$ cat config.mk
export PLATFORM = sky130hd
export DESIGN_NAME = adc_spi_responder_flat
export DESIGN_NICKNAME = d
export VERILOG_FILES = /design/src/rtl/adc_spi_pkg.sv /design/src/rtl/adc_spi_if.sv /design/src/rtl/spi_input_sync.sv /design/src/rtl/adc_spi_responder.sv /design/src/flat_wrapper.sv
export SDC_FILE = /design/constraint.sdc
export NUM_CORES = 1
export LEC_CHECK = 0
export CAP_MARGIN = 30
export CORE_AREA = 8 8 94 96
export DETAILED_ROUTE_END_ITERATION = 16
export DIE_AREA = 0 0 102 104
export PLACE_DENSITY = 0.83
export SLEW_MARGIN = 10
export SYNTH_ARGS = -nofsm -noshare
export SYNTH_HDL_FRONTEND = slang
export SYNTH_SLANG_ARGS = --single-unit
$ cat constraint.sdc
create_clock -name CLOCK_50 -period 2.2 [get_ports CLOCK_50]
set_clock_uncertainty 0.1 [all_clocks]
set_input_delay 0.22 -clock CLOCK_50 [delete_from_list [all_inputs] [get_ports CLOCK_50]]
set_output_delay 0.22 -clock CLOCK_50 [all_outputs]
set_load 0.02 [all_outputs]
$ cat src/rtl/adc_spi_pkg.sv
// ---------------------------------------------------------------------------
// adc_spi_pkg
//   Shared definitions for the ADC-side SPI responder: frame geometry, the
//   layout of the 12-bit control word, the responder FSM states and the
//   sample-to-two's-complement helper.
// ---------------------------------------------------------------------------
package adc_spi_pkg;

  // Frame geometry: 16 SCLK rising edges carry {0, ADD2..ADD0, D11..D0} out
  // and a 12-bit control word (plus 4 trailing don't-care bits) in.
  localparam int DATA_BITS  = 12;
  localparam int NUM_CH     = 8;
  localparam int ADDR_BITS  = $clog2(NUM_CH);
  localparam int FRAME_BITS = 16;
  localparam int CTRL_BITS  = 12;

  // Control word as committed from rxShift[15:4]. Field order fixes the bit
  // indices: WRITE=11, SEQ=10, ADD2..0=8:6, PM1/0=5:4, SHADOW=3, RANGE=1,
  // CODING=0. Bits 9 and 2 are don't-care positions in the frame.
  typedef struct packed {
    logic                 write;   // 11
    logic                 seq;     // 10
    logic                 dc9;     // 9
    logic [ADDR_BITS-1:0] add;     // 8:6
    logic [1:0]           pm;      // 5:4
    logic                 shadow;  // 3
    logic                 dc2;     // 2
    logic                 range;   // 1
    logic                 coding;  // 0
  } ctrl_word_t;

  typedef enum logic [0:0] {
    IDLE  = 1'b0,
    SHIFT = 1'b1
  } state_t;

  // Straight binary -> two's complement around mid-scale: invert the MSB.
  function automatic logic [DATA_BITS-1:0] to_twos(input logic [DATA_BITS-1:0] sample);
    return {~sample[DATA_BITS-1], sample[DATA_BITS-2:0]};
  endfunction

endpackage : adc_spi_pkg

$ cat src/rtl/adc_spi_if.sv
// ---------------------------------------------------------------------------
// adc_spi_if
//   The four SPI wires between a capture-side master and the ADC-side
//   responder.
//     SCLK  serial clock, driven by the master
//     CSN   chip select, active low, driven by the master
//     DIN   control data master -> responder, sampled on SCLK rise
//     DOUT  conversion data responder -> master, changed on SCLK fall
//   Modports: master (drives SCLK/CSN/DIN), slave (drives DOUT).
// ---------------------------------------------------------------------------
interface adc_spi_if;

  logic SCLK;
  logic CSN;
  logic DIN;
  logic DOUT;

  modport master (
    output SCLK,
    output CSN,
    output DIN,
    input  DOUT
  );

  modport slave (
    input  SCLK,
    input  CSN,
    input  DIN,
    output DOUT
  );

endinterface : adc_spi_if

$ cat src/rtl/spi_input_sync.sv
// ---------------------------------------------------------------------------
// spi_input_sync
//   Brings one asynchronous SPI wire into the clk domain through a STAGES-deep
//   flop chain and reports single-cycle rise/fall pulses.
//   Ports:
//     clk       system clock
//     rst       asynchronous, active-high reset
//     async_in  wire from the pads (asynchronous to clk)
//     sync_out  synchronized level (last synchronizer stage)
//     rise      1-cycle pulse when sync_out goes 0 -> 1
//     fall      1-cycle pulse when sync_out goes 1 -> 0
//   Parameters:
//     STAGES    synchronizer depth (>= 2)
//     RST_VAL   idle level of the wire, loaded on reset so that leaving
//               reset with the wire idle creates no edge
// ---------------------------------------------------------------------------
module spi_input_sync #(
  parameter int   STAGES  = 2,
  parameter logic RST_VAL = 1'b0
) (
  input  logic clk,
  input  logic rst,
  input  logic async_in,
  output logic sync_out,
  output logic rise,
  output logic fall
);

  // chain[STAGES-1:0] is the synchronizer proper; chain[STAGES] holds the
  // previous synchronized value so edges come from the last two stages and
  // never look at a possibly metastable flop.
  logic [STAGES:0] chain;

  // NOTE: sequential state uses non-blocking assignments so every flop
  // samples the pre-edge value of its neighbour; blocking here would
  // collapse the chain into a single flop.
  always_ff @(posedge clk or posedge rst) begin
    if (rst) begin
      chain <= {(STAGES + 1){RST_VAL}};
    end else begin
      chain <= {chain[STAGES-1:0], async_in};
    end
  end

  assign sync_out = chain[STAGES-1];
  assign rise     =  chain[STAGES-1] & ~chain[STAGES];
  assign fall     = ~chain[STAGES-1] &  chain[STAGES];

endmodule : spi_input_sync

$ cat src/rtl/adc_spi_responder.sv
// ---------------------------------------------------------------------------
// adc_spi_responder
//   ADC-side SPI responder for the 8-channel / 12-bit frame unpacked by the
//   SPI capture path. SCLK, CSN and DIN are oversampled in the CLOCK_50
//   domain; each frame shifts a 16-bit control word in and drives
//   {0, ADD2..ADD0, D11..D0} out MSB first.
//   Used as an on-FPGA loopback target and as the DUT-side model in
//   capture-block benches.
//
//   Ports:
//     CLOCK_50    system clock, the only clock in the block
//     reset       asynchronous, active-high reset
//     spi         SPI wires (slave modport): SCLK, CSN, DIN in; DOUT out
//     sampleData  NUM_CH x DATA_BITS straight-binary samples, ch n at
//                 [12n+11:12n]
//     ctrlWord    last committed control word
//     curAddr     channel returned in the next frame
//     busy        high while synchronized CSN is low
//     frameDone   1-cycle pulse: frame closed after exactly 16 rising edges
//     frameErr    1-cycle pulse: frame closed after 1..15 rising edges
//
//   Each SCLK phase must last at least SYNC_STAGES+2 CLOCK_50 cycles.
//   Data returned in frame N is the channel committed by frame N-1; the
//   sample is captured at the CSN fall that opens the frame.
// ---------------------------------------------------------------------------
module adc_spi_responder
  import adc_spi_pkg::*;
#(
  parameter int SYNC_STAGES = 2
) (
  input  logic                          CLOCK_50,
  input  logic                          reset,
  adc_spi_if.slave                      spi,
  input  logic [NUM_CH*DATA_BITS-1:0]   sampleData,
  output logic [CTRL_BITS-1:0]          ctrlWord,
  output logic [ADDR_BITS-1:0]          curAddr,
  output logic                          busy,
  output logic                          frameDone,
  output logic                          frameErr
);

  localparam logic [4:0] FRAME_CNT = 5'(FRAME_BITS);

  // -------------------------------------------------------------------------
  // Input synchronizers
  // -------------------------------------------------------------------------
  logic sclk_sync, sclk_rise, sclk_fall;
  logic csn_sync,  csn_rise,  csn_fall;
  logic din_sync,  din_rise,  din_fall;

  spi_input_sync #(.STAGES(SYNC_STAGES), .RST_VAL(1'b0)) u_sclk_sync (
    .clk      (CLOCK_50),
    .rst      (reset),
    .async_in (spi.SCLK),
    .sync_out (sclk_sync),
    .rise     (sclk_rise),
    .fall     (sclk_fall)
  );

  // CSN idles high; resetting its chain high keeps busy low through reset.
  spi_input_sync #(.STAGES(SYNC_STAGES), .RST_VAL(1'b1)) u_csn_sync (
    .clk      (CLOCK_50),
    .rst      (reset),
    .async_in (spi.CSN),
    .sync_out (csn_sync),
    .rise     (csn_rise),
    .fall     (csn_fall)
  );

  // DIN goes through the same depth as SCLK, so at an SCLK rise pulse
  // din_sync is the level that was on the wire at that rising edge.
  spi_input_sync #(.STAGES(SYNC_STAGES), .RST_VAL(1'b0)) u_din_sync (
    .clk      (CLOCK_50),
    .rst      (reset),
    .async_in (spi.DIN),
    .sync_out (din_sync),
    .rise     (din_rise),
    .fall     (din_fall)
  );

  // -------------------------------------------------------------------------
  // State and registers
  // -------------------------------------------------------------------------
  state_t                  state, state_next;
  logic [4:0]              bit_cnt;
  logic [FRAME_BITS-1:0]   rx_shift;
  logic [FRAME_BITS-1:0]   tx_shift;
  logic                    dout_q;
  ctrl_word_t              ctrl_q;
  logic                    frame_done_q, frame_err_q;

  // curAddr, codingBit and rangeBit always equal their fields of the
  // committed control word, so they are views of ctrl_q rather than copies.
  logic [ADDR_BITS-1:0]    cur_addr;
  logic                    coding_bit;
  logic                    range_bit;

  assign cur_addr   = ctrl_q.add;
  assign coding_bit = ctrl_q.coding;
  assign range_bit  = ctrl_q.range;

  // Frame to transmit if CSN falls now.
  logic [DATA_BITS-1:0]    cur_sample;
  logic [FRAME_BITS-1:0]   tx_frame;

  assign cur_sample = sampleData[cur_addr*DATA_BITS +: DATA_BITS];
  assign tx_frame   = {1'b0, cur_addr, (coding_bit ? cur_sample : to_twos(cur_sample))};

  // Received control word, valid once 16 bits are in.
  ctrl_word_t              rx_ctrl;
  assign rx_ctrl = ctrl_word_t'(rx_shift[FRAME_BITS-1:FRAME_BITS-CTRL_BITS]);

  // -------------------------------------------------------------------------
  // FSM: next state and per-cycle strobes
  // -------------------------------------------------------------------------
  logic load_tx;     // CSN fell: capture sample, present first bit
  logic rx_shift_en; // SCLK rose inside the frame: take a DIN bit
  logic tx_shift_en; // SCLK fell after bit 1..15: present the next bit
  logic tx_clear;    // SCLK fell past the frame: trailing clocks read 0
  logic end_frame;   // CSN rose: close the frame
  logic frame_done_d, frame_err_d, commit;

  // NOTE: every signal driven here gets a default before the case so no
  // path leaves it unassigned; a missing default would infer a latch.
  always_comb begin
    state_next  = state;
    load_tx     = 1'b0;
    rx_shift_en = 1'b0;
    tx_shift_en = 1'b0;
    tx_clear    = 1'b0;
    end_frame   = 1'b0;

    unique case (state)
      IDLE: begin
        // SCLK edges are ignored while idle.
        if (csn_fall) begin
          state_next = SHIFT;
          load_tx    = 1'b1;
        end
      end
      SHIFT: begin
        // A CSN rise wins over an SCLK edge detected in the same cycle.
        if (csn_rise) begin
          state_next = IDLE;
          end_frame  = 1'b1;
        end else begin
          if (sclk_rise && (bit_cnt < FRAME_CNT)) begin
            rx_shift_en = 1'b1;
          end
          if (sclk_fall) begin
            if ((bit_cnt != 5'd0) && (bit_cnt < FRAME_CNT)) begin
              tx_shift_en = 1'b1;
            end else if (bit_cnt >= FRAME_CNT) begin
              tx_clear = 1'b1;
            end
          end
        end
      end
      default: state_next = IDLE;
    endcase
  end

  // Closing a frame with zero rising edges is silent; a short frame is an
  // error; only a complete frame may commit, and only if WRITE is set.
  assign frame_done_d = end_frame && (bit_cnt == FRAME_CNT);
  assign frame_err_d  = end_frame && (bit_cnt != 5'd0) && (bit_cnt < FRAME_CNT);
  assign commit       = frame_done_d && rx_ctrl.write;

  // -------------------------------------------------------------------------
  // State register
  // -------------------------------------------------------------------------
  always_ff @(posedge CLOCK_50 or posedge reset) begin
    if (reset) begin
      state <= IDLE;
    end else begin
      state <= state_next;
    end
  end

  // -------------------------------------------------------------------------
  // Datapath
  // -------------------------------------------------------------------------
  always_ff @(posedge CLOCK_50 or posedge reset) begin
    if (reset) begin
      bit_cnt      <= '0;
      rx_shift     <= '0;
      tx_shift     <= '0;
      dout_q       <= 1'b0;
      ctrl_q       <= '0;
      frame_done_q <= 1'b0;
      frame_err_q  <= 1'b0;
    end else begin
      frame_done_q <= frame_done_d;
      frame_err_q  <= frame_err_d;

      if (load_tx) begin
        tx_shift <= tx_frame;
        dout_q   <= tx_frame[FRAME_BITS-1];
        rx_shift <= '0;
        bit_cnt  <= '0;
      end else if (rx_shift_en) begin
        rx_shift <= {rx_shift[FRAME_BITS-2:0], din_sync};
        bit_cnt  <= bit_cnt + 5'd1;
      end else if (tx_shift_en) begin
        // Bit 15 went out at the CSN fall; falls 1..15 present bits 14..0.
        tx_shift <= {tx_shift[FRAME_BITS-2:0], 1'b0};
        dout_q   <= tx_shift[FRAME_BITS-2];
      end else if (tx_clear) begin
        dout_q <= 1'b0;
      end else if (end_frame) begin
        dout_q  <= 1'b0;
        bit_cnt <= '0;
        if (commit) begin
          ctrl_q <= rx_ctrl;
        end
      end
    end
  end

  // -------------------------------------------------------------------------
  // Outputs
  // -------------------------------------------------------------------------
  assign spi.DOUT  = dout_q;
  assign ctrlWord  = ctrl_q;
  assign curAddr   = cur_addr;
  assign busy      = ~csn_sync;
  assign frameDone = frame_done_q;
  assign frameErr  = frame_err_q;

  // RANGE is held but has no effect on data; the low four frame bits, the
  // SCLK level and DIN edges are never needed.
  logic unused_ok;
  assign unused_ok = ^{rx_shift[FRAME_BITS-CTRL_BITS-1:0], range_bit,
                       sclk_sync, din_rise, din_fall};

endmodule : adc_spi_responder

$ cat src/flat_wrapper.sv
// flat-port wrapper written by rule: the top's interface ports become plain ports
module adc_spi_responder_flat import adc_spi_pkg::*;
#(
  parameter int SYNC_STAGES = 2
)
  (CLOCK_50, reset, sampleData, ctrlWord, curAddr, busy, frameDone, frameErr, spi_SCLK, spi_CSN, spi_DIN, spi_DOUT);
  adc_spi_if spi_i ();
  input  logic CLOCK_50;
  input  logic reset;
  input  logic [NUM_CH*DATA_BITS-1:0] sampleData;
  output logic [CTRL_BITS-1:0] ctrlWord;
  output logic [ADDR_BITS-1:0] curAddr;
  output logic busy;
  output logic frameDone;
  output logic frameErr;
  input wire logic [$bits(spi_i.SCLK)-1:0] spi_SCLK;
  input wire logic [$bits(spi_i.CSN)-1:0] spi_CSN;
  input wire logic [$bits(spi_i.DIN)-1:0] spi_DIN;
  output wire logic [$bits(spi_i.DOUT)-1:0] spi_DOUT;
  assign spi_i.SCLK = spi_SCLK;
  assign spi_i.CSN = spi_CSN;
  assign spi_i.DIN = spi_DIN;
  assign spi_DOUT = spi_i.DOUT;
  adc_spi_responder #(.SYNC_STAGES(SYNC_STAGES)) u_core (.CLOCK_50(CLOCK_50), .reset(reset), .spi(spi_i), .sampleData(sampleData), .ctrlWord(ctrlWord), .curAddr(curAddr), .busy(busy), .frameDone(frameDone), .frameErr(frameErr));
endmodule
-- Word level (Yosys, flattened, before mapping)
Cells that the tools add are included.
- multiply operators: 1
- mux-type cells: 34
- add/subtract/negate cells: 1
- bitwise operators: 14
- equality and inequality tests: 4
- magnitude comparators: 2
- reduce and logical (&&, ||, !) cells: 15
- shift operators: 1
- operators by type and width (cell ; number):
    $shiftx A96 B8 Y12 ; 1
    $mux W15 ; 3
    $mux W16 ; 2
    $mux W5 ; 5
    $mux W1 ; 22
    $mux W12 ; 1
    $not A1 Y1 ; 10
    $logic_and A1 B1 Y1 ; 6
    $ne A3 B1 Y1 const B ; 2
    $reduce_and A6 Y1 ; 1
    $add A5 B1 Y5 const B ; 1
    $eq A5 B5 Y1 const B ; 1
    $ge A5 B5 Y1 const B ; 1
    $lt A5 B5 Y1 const B ; 1
    $mul A3 B2 Y5 const B ; 1
    $reduce_bool A5 Y1 ; 1
    $and A1 B1 Y1 ; 4
    $reduce_and A2 Y1 ; 2
    $reduce_bool A2 Y1 ; 2
    $reduce_bool A4 Y1 ; 1
    $reduce_and A3 Y1 ; 1
    $reduce_bool A3 Y1 ; 1
    $ne A2 B1 Y1 const B ; 1
    $pmux W1 S2 ; 1
- register bits: 60
- logic and storage cells: 91

-- Logic depth before layout (Yosys ltp)
Gate-level depths: netlist of run 1.
- depth in word-level cells: 10
- gate-level depth with buffers: 7
- depth with buffers taken out: 6

-- Hierarchy
Synthesis of run 1 repeated with hierarchy kept, for this count alone.
- cells, all modules: 279
- area, all modules: 3363.2 µm²
- modules (own cells, without submodules) (module ; times used ; sequential area each (µm²) ; area an instance (µm²) ; cells an instance):
    adc_spi_responder ; 1 ; 1301.2 ; 3078.0 ; 261
    spi_input_sync at u_core.u_din_sync ... ; 2 ; 75.1 ; 93.8 ; 6
    spi_input_sync at u_core.u_csn_sync ; 1 ; 78.8 ; 97.6 ; 6

-- Worst setup path before layout of run 1
No wires, ideal clock.
- kind: flip-flop to flip-flop
- start point: register u_core.ctrl_q, in the netlist u_core.curAddr[0]
- end point: register u_core.tx_shift[1]
- stages on the path, launching flop included: 7
- path buffers: 2
- data required time: 1.974 ns
- arrival time: 1.709 ns
- library setup time: 0.126 ns
- path slack: 0.265 ns
- path through: dfrtp_1 -> buf_6 -> buf_6 -> mux4_2 -> mux2i_1 -> nor2_1 -> a221o_1
- word-level cells in the longest chain between the ends: 4
- RTL lines (element ; line ; text):
    start, declared ; adc_spi_responder.sv:89 ; ctrl_word_t ctrl_q;
    start signal, assigned ; adc_spi_responder.sv:214 ; ctrl_q <= rx_ctrl;
    $mul A3 B2 Y5 ; adc_spi_responder.sv:106 ; assign cur_sample = sampleData[cur_addr*DATA_BITS +: DATA_BITS];
    $shiftx A96 B8 Y12 ; adc_spi_responder.sv:106 ;
    $mux W12 ; adc_spi_responder.sv:107 ; assign tx_frame = {1'b0, cur_addr, (coding_bit ? cur_sample : to_twos(cur_sample))};
    $mux W15 ; adc_spi_responder.sv:196 ; if (load_tx) begin
    end signal, assigned ; adc_spi_responder.sv:197 ; tx_shift <= tx_frame;
    end signal, assigned ; adc_spi_responder.sv:206 ; tx_shift <= {tx_shift[FRAME_BITS-2:0], 1'b0};
    end, declared ; adc_spi_responder.sv:87 ; logic [FRAME_BITS-1:0] tx_shift;
No other way between the ends.
A chain may end at the register's enable or synchronous reset.

-- Final worst setup path of run 1
- start point: register u_core.ctrl_q, in the netlist u_core.curAddr[2]
- end point: output port ctrlWord[8]
- RTL lines (element ; line ; text):
    end, declared ; flat_wrapper.sv:11 ; output logic [CTRL_BITS-1:0] ctrlWord;
No word-level cell between the ends.

==> impl_metrics.json, run 1 <==
{
  "drive_above_1_share": 0.1723,
  "tightest_slew_ns": 0.4878,
  "syn_to_final_growth_pct": 45.98,
  "fin_nets": 482,
  "rows": 32,
  "grt.total_usage": 0.1643,
  "power_frac_seq": 0.473,
  "swShare": 0.2410,
  "setup_viol_count_final": 0,
  "power_uw": 2687,
  "final_common_cell": "clkdlybuf4s50_1",
  "vdd_ir_drop_max_v": 0.0003096,
  "clk_path_buf_depth": 2,
  "detail_route.vias_per_cell": 5.365,
  "die_h_um": 104,
  "cts_setup_buffers": 0,
  "htreeDepth": 3,
  "ys_types": 39,
  "route.detailed.drc": 0,
  "wirelength_um": 8288,
  "clkPwrFrac": 0.357,
  "end_kind": "output pin",
  "clock-sinks": 60,
  "netlist_area_um2": 3192,
  "ys_ff_latch": 60,
  "clk_pin_slew_ns": 0.07,
  "place_congestion": 0.7733,
  "cts_hold_buf": 0,
  "mappedNetlistNets": 364,
  "num_vias": 2602,
  "start_util": 0.4286,
  "p_per_area_nw_per_um2": 576.7,
  "synth_flop_cell": "dfrtp_1",
  "postRouteAntennaNets": 0,
  "die_w_um": 102,
  "synth-edff-count": 0,
  "finalSetupTns_ns": 0,
  "required_ns": 1.88,
  "outcome": "finished clean",
  "slew_headroom": 0.6743,
  "coreArea_um2": 7447,
  "yosys_warnings": 0,
  "crit_slowest_cell": "clkdlybuf4s50_1",
  "crit_type": "flip-flop to output pin",
  "die_area_um2": 10610,
  "grt_antenna_before_repair": 0,
  "drt_iter0_markers": 114,
  "p_leak_uw": 0.001933,
  "switchingPower_uw": 647.5,
  "rsz0062_at_grt": "false",
  "p_comb_frac": 0.170,
  "holdWs_ns": 0.1186,
  "period_minus_slack_ns": 1.995,
  "cap_viol_max_count": 0,
  "cts_root_buf": "clkbuf_8",
  "grt_pass1_wl_um": 13860,
  "slew_viol_final": 0,
  "fin_crit_sh": 0.9067,
  "ios": 120,
  "clk_latency_ns": 0.34,
  "r2r_slack_ns": 0.24,
  "fin_util": 0.6257,
  "cp-start-kind": "flip-flop",
  "crit_family": "buffers and inverters",
  "dpl.hpwl_um": 6368,
  "hold_viol": 0,
  "gr-total-overflow": 0,
  "worst_ep_arrival_time_ns": 1.67,
  "numPortBuffers": 119,
  "firstDrtPassIters": 4,
  "intPower_uw": 2040,
  "clock.fmax_mhz": 501.3,
  "hold_class": "primary input to asynchronous set/reset pin",
  "worstPathCellList": "clkdlybuf4s50_1",
  "critPathMaxStageDelay_ns": 0.70,
  "cts_inserted_buffers": 9,
  "seq_area_frac_synth": 0.4716,
  "wl_per_cell_um": 17.09,
  "grt_max_degree": 40,
  "tritoncts": "yes",
  "crit_buf_inv": 1,
  "syn_area_per_cell_um2": 12.23,
  "synth_cells": 261,
  "grt_pass1_vias": 2893,
  "diodes": 0,
  "final_cell_mix": "119 x clkdlybuf4s50_1, 57 x dfrtp_1, 38 x nand2_1, 19 x nor2_1, 19 x mux4_2",
  "synthArstFlopShare": 1.000,
  "crit_fanout": 10
}
## final timing paths
path,depth (start not counted),from,to
min in group CLOCK_50,1,spi_CSN,u_core.u_csn_sync.chain[0]
worst min-delay path,2,reset,u_core.ctrlWord[10]
worst max register to register,7,u_core.bit_cnt[0],u_core.tx_shift[7]
worst max-delay path,1,u_core.curAddr[2],ctrlWord[8]
max in group asynchronous,3,reset,u_core.u_csn_sync.chain[0]
worst min register to register,0,u_core.u_sclk_sync.chain[0],u_core.u_sclk_sync.chain[1]
## routing by layer
layer  wire, µm  up-vias  global-route usage
met2       4307       92              0.2759
li1           -     1199                   -
met1       3244     1299              0.1826
met5          0        -                   0
met3        579       12             0.05489
met4        157        0             0.07135
## logic make-up after synthesis
kind of cell / synth area share
AO/OA/AOI/OAI: 0.07135
XOR/XNOR: 0.002745
adder cells (fa/ha/maj): 0.01097
buffers and inverters: 0.05213
flip-flops: 0.4716
multiplexers: 0.2615
AND/OR/NAND/NOR: 0.1298
## sequential cells by signal (all words and copies together) (netlist names), 2 cells and up
name	flops
u_core.tx_shift	15
u_core.u_csn_sync.chain	3
u_core.ctrlWord	7
u_core.bit_cnt	5
u_core.u_sclk_sync.chain	3
u_core.rx_shift	16
u_core.u_din_sync.chain	2
u_core.curAddr	3
## repair_timing
item | in CTS | in global routing
hold endpoints to repair | 0 | 0
resized for setup | 0 | 1
setup endpoints to repair | 0 | 11
## cells in the mapped netlist (all sizes together) (6+ instances only)
cell | number | share of area
a221o | 10 | 0.031
dfrtp | 57 | 0.45
mux4 | 24 | 0.18
a21oi | 7 | 0.012
nand3 | 16 | 0.025
mux2 | 12 | 0.042
nand2 | 39 | 0.046
o21ai | 6 | 0.0094
buf | 17 | 0.040
clkbuf | 6 | 0.0071
nor2 | 19 | 0.022
mux2i | 14 | 0.044
## cell type report
cell class              instances  area [µm²]
clock buffers                  10       137.6
clock inverters                 5       52.55
fillers                       606        2788
inverters                       4       15.01
multi-input cells             174        1523
flip-flops and latches         60        1505
well taps                     102       127.6
repair buffers                130        1299
## per-stage QoR
stage / instance area (µm²) / instances / setup WS [ns]
2_1_floorplan: 3192 / 261 / 0.2650
3_3_place_gp: 4467 / 470 / 0.2421
3_5_place_dp: 4467 / 470 / 0.1609
4_1_cts: 4657 / 485 / 0.1422
5_1_grt: 4659 / 485 / 0.05498
6_report: 4659 / 485 / 0.2052
## power by group through the flow
stage,clock network (µW),logic (µW),registers (µW)
2_1_floorplan,0,218,1270
3_3_place_gp,0,442,1280
3_5_place_dp,0,463,1290
4_1_cts,975,463,1270
5_1_grt,1030,502,1280
6_report,959,456,1270
Note: power is estimated with default switching activity, not from simulation.
==> run 2, diff against run 1 <==
--- a/config.mk
+++ b/config.mk
@@ -5,7 +5,6 @@
 export SDC_FILE = /design/constraint.sdc
 export NUM_CORES = 1
 export LEC_CHECK = 0
-export CAP_MARGIN = 30
 export CORE_AREA = 8 8 94 96
 export DETAILED_ROUTE_END_ITERATION = 16
 export DIE_AREA = 0 0 102 104
==> results of run 2 <==
No change in the layout: final DEF, timing and power equal those of run 1.
==> run 3, diff against run 2 <==
--- a/config.mk
+++ b/config.mk
@@ -5,10 +5,11 @@
 export SDC_FILE = /design/constraint.sdc
 export NUM_CORES = 1
 export LEC_CHECK = 0
-export CORE_AREA = 8 8 94 96
+export CORE_AREA = 8 8 93 95
+export CTS_BUF_LIST = sky130_fd_sc_hd__clkbuf_4 sky130_fd_sc_hd__clkbuf_8
 export DETAILED_ROUTE_END_ITERATION = 16
-export DIE_AREA = 0 0 102 104
-export PLACE_DENSITY = 0.83
+export DIE_AREA = 0 0 101 103
+export PLACE_DENSITY = 0.85
 export SLEW_MARGIN = 10
 export SYNTH_ARGS = -nofsm -noshare
 export SYNTH_HDL_FRONTEND = slang
==> impl_metrics.json, run 3 (synthesis gave the netlist of run 1 again) <==
{
  "finalSetupTns_ns": 0,
  "worstRegToRegCells": 7,
  "clock-sinks": 60,
  "required_ns": 2.30,
  "clk_pin_slew_ns": 0.07,
  "hold_viol": 0,
  "p_leak_uw": 0.001946,
  "p_per_area_nw_per_um2": 590.3,
  "largest-register": "u_core.rx_shift",
  "cp-start-kind": "flip-flop",
  "clock.fmax_mhz": 504.3,
  "final_cell_mix": "119 x clkdlybuf4s50_1, 57 x dfrtp_1, 38 x nand2_1, 19 x nor2_1, 19 x mux4_2",
  "start_util": 0.4472,
  "numPortBuffers": 119,
  "firstDrtPassIters": 4,
  "drt_iter0_markers": 156,
  "layout_setup_ws_ns": 0.2172,
  "r2r_start": "u_core.bit_cnt[0]",
  "rsz0062_at_grt": "false",
  "outcome": "finished clean",
  "die_area_um2": 10400,
  "tightest_slew_ns": 0.4942,
  "wirelength_um": 8316,
  "final_common_cell": "clkdlybuf4s50_1",
  "postRouteAntennaNets": 0,
  "cts_root_buf": "clkbuf_8",
  "tritoncts": "yes",
  "period_minus_slack_ns": 1.983,
  "die_w_um": 101,
  "grt.total_usage": 0.1708,
  "drive_above_1_share": 0.1745,
  "clk_path_buf_depth": 2,
  "critPathMaxStageDelay_ns": 0.43,
  "rows": 31,
  "wl_per_cell_um": 17.22,
  "cts_hold_buf": 0,
  "grt_max_degree": 61,
  "switchingPower_uw": 637.7,
  "pre_cts_slack_ns": 0.1212,
  "syn_to_final_growth_pct": 46.45,
  "slew_headroom": 0.6705,
  "intPower_uw": 2121,
  "fin_util": 0.6550,
  "route.detailed.drc": 0,
  "hold_class": "primary input to asynchronous set/reset pin",
  "setup_viol_count_final": 0,
  "p_comb_frac": 0.165,
  "crit_fanout": 11,
  "diodes": 0,
  "worstPathCellList": "inv_1 -> ha_1 -> nor3b_1 -> or2_2 -> nor2_1 -> buf_4 -> a221o_1",
  "gr-total-overflow": 0,
  "r2r_slack_ns": 0.22,
  "num_vias": 2593,
  "power_frac_seq": 0.462,
  "htreeDepth": 3,
  "place_congestion": 0.7765,
  "coreArea_um2": 7137,
  "vdd_ir_drop_max_v": 0.0002560,
  "largest_register_ffs": 16,
  "detail_route.vias_per_cell": 5.369,
  "die_h_um": 103,
  "dpl.hpwl_um": 6412,
  "clkPwrFrac": 0.373,
  "cap_viol_max_count": 0,
  "cts_setup_buffers": 0,
  "crit_type": "flip-flop to flip-flop",
  "clk_latency_ns": 0.33,
  "cts_inserted_buffers": 9,
  "grt_pass1_wl_um": 13780,
  "crit_slowest_cell": "dfrtp_1",
  "ios": 120,
  "grt_antenna_before_repair": 0,
  "rr_endpoint": "u_core.tx_shift[7]",
  "grt_pass1_vias": 2901,
  "slew_viol_final": 0,
  "fin_crit_sh": 0.9013,
  "swShare": 0.2311,
  "fin_nets": 482,
  "worst_ep_arrival_time_ns": 2.09,
  "end_kind": "flip-flop"
}
==> run 3: cell count changes in the layout (fill, tap and decap cells not counted) <==
cell | before | now
clkbuf_8 | 10 | 11
clkinv_2 | 3 | 1
clkbuf_4 | 0 | 3
clkinvlp_4 | 1 | 0
==> run 3: worst max path at each step <==
| stage | startpoint | cells past startpoint | to | slack (ns) |
|---|---|---|---|---|
| after detailed placement | u_core.bit_cnt[0] | 6 | u_core.range_bit | 0.12 |
| after floorplan | u_core.curAddr[0] | 6 | u_core.tx_shift[1] | 0.26 |
| after global placement | u_core.bit_cnt[0] | 6 | u_core.ctrlWord[4] | 0.24 |
| after global routing | u_core.bit_cnt[0] | 7 | u_core.tx_shift[1] | 0.06 |
| final | u_core.bit_cnt[0] | 7 | u_core.tx_shift[7] | 0.22 |
| after CTS | u_core.bit_cnt[0] | 6 | u_core.range_bit | 0.1 |
==> run 3: repair_timing <==
action                                  CTS  global route
endpoints found under the hold margin     0             0
resized for setup                         0             1
endpoints found under the setup margin    0            11
==> run 3: worst max-delay path, delay by kind of cell, from the launching register on <==
family | cells | cell delay (ns)
compound gates | 1 | 0.35
fa+ha+maj | 1 | 0.14
buf+inv | 2 | 0.27
flops | 1 | 0.43
simple gates | 3 | 0.55
==> run 3: layer usage <==
metal / part of all wire / track usage / up-vias
li1: - / - / 1199
met1: 0.40 / 0.1863 / 1275
met2: 0.52 / 0.2975 / 102
met3: 0.069 / 0.05334 / 17
met4: 0.018 / 0.08133 / 0
met5: 0 / 0 / -
==> run 3: cell type report <==
type                            instances  area [µm²]
Sequential cell                        60        1505
Fill cell                             539        2462
Timing Repair Buffer                  130        1299
Multi-Input combinational cell        174        1523
Clock inverter                          2       35.03
Tap cell                               99       123.9
Clock buffer                           14       173.9
Inverter                                4       15.01
==> run 3: through the flow <==
stage	instances	total power, µW	area (µm²)	hold WS, ns
detailed placement	467	1748	4463	0.2347
global placement	467	1727	4463	0.2344
floorplan	261	1487	3192	0.1245
CTS	483	2777	4672	0.1550
finish	483	2759	4674	0.1549
global route	483	2883	4674	0.1813
==> run 3: power by group through the flow <==
stage / sequential [µW] / combinational, µW / clock (µW)
after floorplan: 1270 / 218 / 0
after global placement: 1280 / 442 / 0
after detailed placement: 1290 / 458 / 0
after CTS: 1270 / 460 / 1040
after global routing: 1290 / 495 / 1100
final: 1270 / 456 / 1030
